==> src/rtl/fx3_slave_fifo_arbiter.sv <==
// FX3 synchronous Slave FIFO sequencer: arbitrates the bus between the OUT (read)
// and IN (write) streams and drives registered strobes, socket address and data OE.
module fx3_slave_fifo_arbiter #(
    parameter int         DATA_W    = 32,
    parameter logic [1:0] RD_SOCK   = 2'd3,
    parameter logic [1:0] WR_SOCK   = 2'd0,
    parameter int         ADDR_LAT  = 3,
    parameter int         RD_LAT    = 2,
    parameter int         MAX_BURST = 256
) (
    input  logic              clk,
    input  logic              reset_from_fx3,
    input  logic              flaga,
    input  logic              flagb,
    input  logic              flagc,
    input  logic              flagd,
    output logic [1:0]        faddr,
    output logic              slcs_n,
    output logic              sloe_n,
    output logic              slrd_n,
    output logic              slwr_n,
    output logic              pktend_n,
    input  logic [DATA_W-1:0] fdata_in,
    output logic [DATA_W-1:0] fdata_out,
    output logic              fdata_oe,
    input  logic              rd_req,
    input  logic              rd_afull,
    output logic [DATA_W-1:0] rd_data,
    output logic              rd_valid,
    input  logic              wr_req,
    input  logic [DATA_W-1:0] wr_data,
    input  logic              wr_last,
    output logic              wr_pop
);

    localparam int CNT_W = $clog2(MAX_BURST + ADDR_LAT + RD_LAT + 2);
    localparam logic [CNT_W-1:0] ADDR_DONE  = CNT_W'(ADDR_LAT);
    localparam logic [CNT_W-1:0] DRAIN_DONE = CNT_W'(RD_LAT - 1);
    localparam logic [CNT_W-1:0] BURST_MAX  = CNT_W'(MAX_BURST);

    typedef enum logic [2:0] {
        IDLE, RD_ADDR, RD_BURST, RD_DRAIN, WR_ADDR, WR_BURST, TURN
    } state_e;

    state_e              state_q, state_d;
    logic [CNT_W-1:0]    cnt_q, cnt_d;
    logic                prio_wr_q, prio_wr_d;
    logic [1:0]          faddr_q, faddr_d;
    logic                slcs_n_q, sloe_n_q, slrd_n_q, slwr_n_q, pktend_n_q, fdata_oe_q;
    logic                slcs_n_d, sloe_n_d, slrd_n_d, slwr_n_d, pktend_n_d, fdata_oe_d;
    logic [DATA_W-1:0]   fdata_out_q, fdata_out_d;
    logic                pop;
    logic [RD_LAT-1:0]   vld_pipe_q;
    logic [RD_LAT:0]     vld_pipe;
    logic                rd_valid_q;
    logic [DATA_W-1:0]   rd_data_q;

    always_comb begin
        state_d     = state_q;
        cnt_d       = cnt_q;
        prio_wr_d   = prio_wr_q;
        faddr_d     = faddr_q;
        fdata_out_d = fdata_out_q;
        pop         = 1'b0;
        slwr_n_d    = 1'b1;
        pktend_n_d  = 1'b1;
        case (state_q)
            IDLE: begin
                cnt_d = '0;
                if (rd_req && !(wr_req && prio_wr_q)) begin
                    state_d = RD_ADDR;
                    faddr_d = RD_SOCK;
                    if (wr_req) prio_wr_d = 1'b1;
                end else if (wr_req) begin
                    state_d = WR_ADDR;
                    faddr_d = WR_SOCK;
                    if (rd_req) prio_wr_d = 1'b0;
                end
            end
            RD_ADDR, WR_ADDR: begin
                cnt_d = cnt_q + 1'b1;
                if (cnt_q == ADDR_DONE) begin
                    cnt_d = '0;
                    if (state_q == RD_ADDR) state_d = flaga ? RD_BURST : TURN;
                    else                    state_d = flagc ? WR_BURST : TURN;
                end
            end
            RD_BURST: begin
                // Every RD_BURST cycle has slrd_n low on the pads, so it counts as a pulse.
                cnt_d = cnt_q + 1'b1;
                if (!flaga || !flagb || rd_afull || cnt_d == BURST_MAX) begin
                    state_d = RD_DRAIN;
                    cnt_d   = '0;
                end
            end
            RD_DRAIN: begin
                cnt_d = cnt_q + 1'b1;
                if (cnt_q == DRAIN_DONE) state_d = TURN;
            end
            WR_BURST: begin
                // pktend_n_q low means the previous pop carried wr_last.
                if (!wr_req || !flagc || !flagd || cnt_q == BURST_MAX || !pktend_n_q) begin
                    state_d = TURN;
                end else begin
                    pop         = 1'b1;
                    cnt_d       = cnt_q + 1'b1;
                    fdata_out_d = wr_data;
                    slwr_n_d    = 1'b0;
                    pktend_n_d  = ~wr_last;
                end
            end
            TURN:    state_d = IDLE;
            default: state_d = IDLE;
        endcase
        slcs_n_d   = (state_d == IDLE) || (state_d == TURN);
        sloe_n_d   = !((state_d == RD_BURST) || (state_d == RD_DRAIN));
        slrd_n_d   = (state_d != RD_BURST);
        fdata_oe_d = (state_d == WR_BURST);
    end

    always_ff @(posedge clk or negedge reset_from_fx3) begin
        if (!reset_from_fx3) begin
            state_q     <= IDLE;
            cnt_q       <= '0;
            prio_wr_q   <= 1'b0;
            faddr_q     <= WR_SOCK;
            slcs_n_q    <= 1'b1;
            sloe_n_q    <= 1'b1;
            slrd_n_q    <= 1'b1;
            slwr_n_q    <= 1'b1;
            pktend_n_q  <= 1'b1;
            fdata_oe_q  <= 1'b0;
            fdata_out_q <= '0;
        end else begin
            state_q     <= state_d;
            cnt_q       <= cnt_d;
            prio_wr_q   <= prio_wr_d;
            faddr_q     <= faddr_d;
            slcs_n_q    <= slcs_n_d;
            sloe_n_q    <= sloe_n_d;
            slrd_n_q    <= slrd_n_d;
            slwr_n_q    <= slwr_n_d;
            pktend_n_q  <= pktend_n_d;
            fdata_oe_q  <= fdata_oe_d;
            fdata_out_q <= fdata_out_d;
        end
    end

    // Bit k of vld_pipe: the pad slrd_n was low k cycles ago; bit RD_LAT marks a word on fdata_in.
    assign vld_pipe = {vld_pipe_q, ~slrd_n_q};

    always_ff @(posedge clk or negedge reset_from_fx3) begin
        if (!reset_from_fx3) begin
            vld_pipe_q <= '0;
            rd_valid_q <= 1'b0;
            rd_data_q  <= '0;
        end else begin
            vld_pipe_q <= vld_pipe[RD_LAT-1:0];
            rd_valid_q <= vld_pipe[RD_LAT];
            if (vld_pipe[RD_LAT]) rd_data_q <= fdata_in;
        end
    end

    assign faddr     = faddr_q;
    assign slcs_n    = slcs_n_q;
    assign sloe_n    = sloe_n_q;
    assign slrd_n    = slrd_n_q;
    assign slwr_n    = slwr_n_q;
    assign pktend_n  = pktend_n_q;
    assign fdata_oe  = fdata_oe_q;
    assign fdata_out = fdata_out_q;
    assign rd_valid  = rd_valid_q;
    assign rd_data   = rd_data_q;
    assign wr_pop    = pop;

endmodule

==> config.mk <==
export PLATFORM = sky130hd
export DESIGN_NAME = fx3_slave_fifo_arbiter
export DESIGN_NICKNAME = d
export VERILOG_FILES = /design/src/rtl/fx3_slave_fifo_arbiter.sv
export SDC_FILE = /design/constraint.sdc
export NUM_CORES = 1
export LEC_CHECK = 0
export ABC_AREA = 1
export BUFFER_PORTS_ARGS = -buffer_cell sky130_fd_sc_hd__buf_2
export CORE_MARGIN = 3
export CORE_UTILIZATION = 44
export DETAILED_ROUTE_END_ITERATION = 6
export PLACE_DENSITY = 0.76
export SLEW_MARGIN = 20
export SYNTH_ARGS = -nofsm -noshare
export SYNTH_HDL_FRONTEND = slang
export SYNTH_SLANG_ARGS = --single-unit
==> constraint.sdc <==
create_clock -name clk -period 1.68 [get_ports clk]
set_input_delay 0.504 -clock clk [delete_from_list [all_inputs] [get_ports clk]]
set_output_delay 0.504 -clock clk [all_outputs]
set_load 0.02 [all_outputs]
==> results.toml <==
[yosys]
yosysWarningCount = 0
synth_area_mm2 = 0.00383
ys_types = 26
seq_area_frac_synth_pct = 57.0
synth.net_count = 491
syn_inst = 413
ys_ff_latch = 87
avgSynthCellArea_um2 = 9.27

[floorplanning]
die-area_mm2 = 0.00986
core-area_mm2 = 0.00834
row_count = 33
io_pins = 148
die_h_um = 99.3
die_x_um = 99.3
start_util_pct = 45.9

[timing]
fin_crit_ns = 2.04
grt_setup_unrepaired = "true"
max_freq_ghz = 0.490
maxSlewViolCount = 0
skew_ns = 0.0104
timing.final.crit_share_pct = 121
hold_ws_ns = 0.156
worstMarginPinSlew_ns = 0.475
timing.final.ws_setup_ns = -0.359
max_slew_margin_pct = 68.3
hold_viol = 0
setup_viol = 14

[final_layout]
design_area_mm2 = 0.00524
fill_cells = 714
mostFrequentLayoutCells = "161 x nand2_1, 145 x buf_2, 81 x dfrtp_1"
area_delta_synth_final_pct = 36.8
nets = 669
n_antenna_cell = 0
final_layout_size_suffix_gt1_share_pct = 47.0
final_common_cell = "nand2_1"
fin_util_pct = 62.8

[clock_tree]
tritoncts = "done"
clk_latency_ns = 0.35
clkSinkCount = 87
cts_hold_buf = 0
cts_max_level = 3
cts.path.max_buffers = 2
cts_root_buf = "clkbuf_8"
clk_pin_slew_ns = 0.08
cts_buffers = 9

[worst_setup_path]
required_ns = 1.18
crit_type = "reg -> out"
critical-path-top-delay-family = "flip-flops"
startpoint_type = "flop"
end_kind = "primary output"
crit_arrival_ns = 1.54
crit_chain = "inv_2, ha_4, inv_2, nor2_2, nand4_1, nand3_2, inv_2, buf_6"
slowest_stage = "dfrtp_1"
crit_top_cell = "inv_2"
worst-path-max-fanout = 2
path_buf_inv = 4
max_stage_delay_ns = 0.40

[pwr]
total_leakage_power_nw = 2.90
power_frac_seq_pct = 36.7
vdd_drop_max_mv = 0.713
switching_power_w = 0.00371
swShare_pct = 40.2
p_clk_share_pct = 17.2
internal-power_w = 0.00552
combPwrFrac_pct = 46.1
pwr_density_cell_mw_per_mm2 = 1760

[global_route]
grt_max_degree = 88
antenna_found_initial = 0
grt_remaining_overflow = 0
grtUsageTotal_pct = 19.1
grt_pass1_wl_mm = 15.2
grt_pass1_vias = 3319

[drt]
drtAntennaViolNets = 0
first_pass_iters = 4
drt-wirelength-per-cell_um = 13.4
drc = 0
num_vias = 3355
vias_per_cell = 4.79
wl_mm = 9.38
dr.first_iter.drc_count = 115

[placement]
place_ws_ns = -0.102
io_buffers = 147
place.gp.congestion = 0.864
dp_hpwl_mm = 6.60
dpl_cell_area_mm2 = 0.00481

[run_status]
violations = "negative setup slack"
outcome = "complete, but fails checks"

[run]
cap_violations = 0

[hold_path]
hp-class = "in -> async"
[state kept, by name (all words and copies together), names as in the netlist, 2 cells and up]
name        count
rd_data        32
cnt_q           9
fdata_out      32
state_q         3
vld_pipe_q      2
[repair_timing]
action / in CTS / in global routing
buffers inserted: 6 / 5
setup endpoints to repair: 13 / 39
resized for setup: 22 / 22
pin swaps: 9 / 15
gates cloned: 1 / 0
[path summary, 6_finish.rpt]
| check | endpoint | from | slack, ns | depth (start not counted) |
|---|---|---|---|---|
| worst max-delay path | wr_pop | cnt_q[1] | -0.36 | 8 |
| worst min-delay path | rd_data[30] | reset_from_fx3 | 0.16 | 2 |
| worst min register to register | vld_pipe_q[1] | vld_pipe_q[0] | 0.36 | 0 |
| max in group asynchronous | cnt_q[3] | reset_from_fx3 | 1.11 | 2 |
| min in group clk | pktend_n | wr_last | 0.27 | 2 |
| worst max register to register | slcs_n | cnt_q[1] | -0.14 | 14 |
[through the flow]
| step | setup TNS (ns) | total power [W] | std cells |
|---|---|---|---|
| 3_3_place_gp | 0 | 0.00730 | 675 |
| 6_report | -1.28 | 0.00923 | 701 |
| 2_1_floorplan | -0.0467 | 0.00602 | 413 |
| 3_5_place_dp | -0.851 | 0.00742 | 675 |
| 4_1_cts | -0.644 | 0.00922 | 698 |
| 5_1_grt | -2.94 | 0.00983 | 701 |
[area by class of cell]
type	count	area (um^2)	area share, %
Clock buffer	11	131	2.51
Timing Repair Buffer	178	993	19.0
Sequential cell	87	2180	41.7
Inverter	29	109	2.08
Clock inverter	5	81.3	1.55
Multi-Input combinational cell	286	1610	30.7
Tap cell	105	131	2.51
[kinds of logic after synthesis]
family,Yosys count,share of synthesized area [%]
AO/OA/AOI/OAI,15,2.29
AND/OR/NAND/NOR,234,25.3
flip-flops,87,57.0
adder cells (fa/ha/maj),4,1.31
buffers and inverters,41,4.74
multiplexers,32,9.41
[metal layers]
layer	track usage [%]	vias to the layer above	wire [um]
li1	-	1655	-
met1	24.3	1553	3880
met2	31.7	129	4600
met3	4.98	18	688
met4	6.72	0	207
met5	0	-	0
[synth_stat cells]
library cell	n	area share, %
nor2_2	4	0.65
nor3_4	1	0.42
ha_1	4	1.3
a211oi_2	1	0.33
nand2_4	1	0.29
a21o_1	1	0.20
nand2_2	5	0.82
o211ai_1	1	0.20
nand2_1	175	17
inv_2	3	0.29
nor3_2	1	0.26
buf_4	4	0.78
a21oi_1	6	0.78
nand3_1	14	1.8
inv_1	26	2.5
o21ai_1	1	0.13
nor2_1	27	2.6
nand4_1	4	0.65
buf_2	4	0.52
o21ai_0	5	0.65
dfrtp_1	82	54
mux2_2	32	9.4
clkbuf_1	3	0.29
dfstp_2	5	3.4
nand3_2	2	0.52
buf_6	1	0.29
[power by group through the flow]
stage	clock network, W	registers, W	logic [W]
floorplan	0	0.00438	0.00164
global placement	0	0.00341	0.00389
detailed placement	0	0.00344	0.00398
CTS	0.00163	0.00340	0.00419
global route	0.00173	0.00350	0.00460
finish	0.00159	0.00339	0.00425
Note: power is estimated with default switching activity, not from simulation.
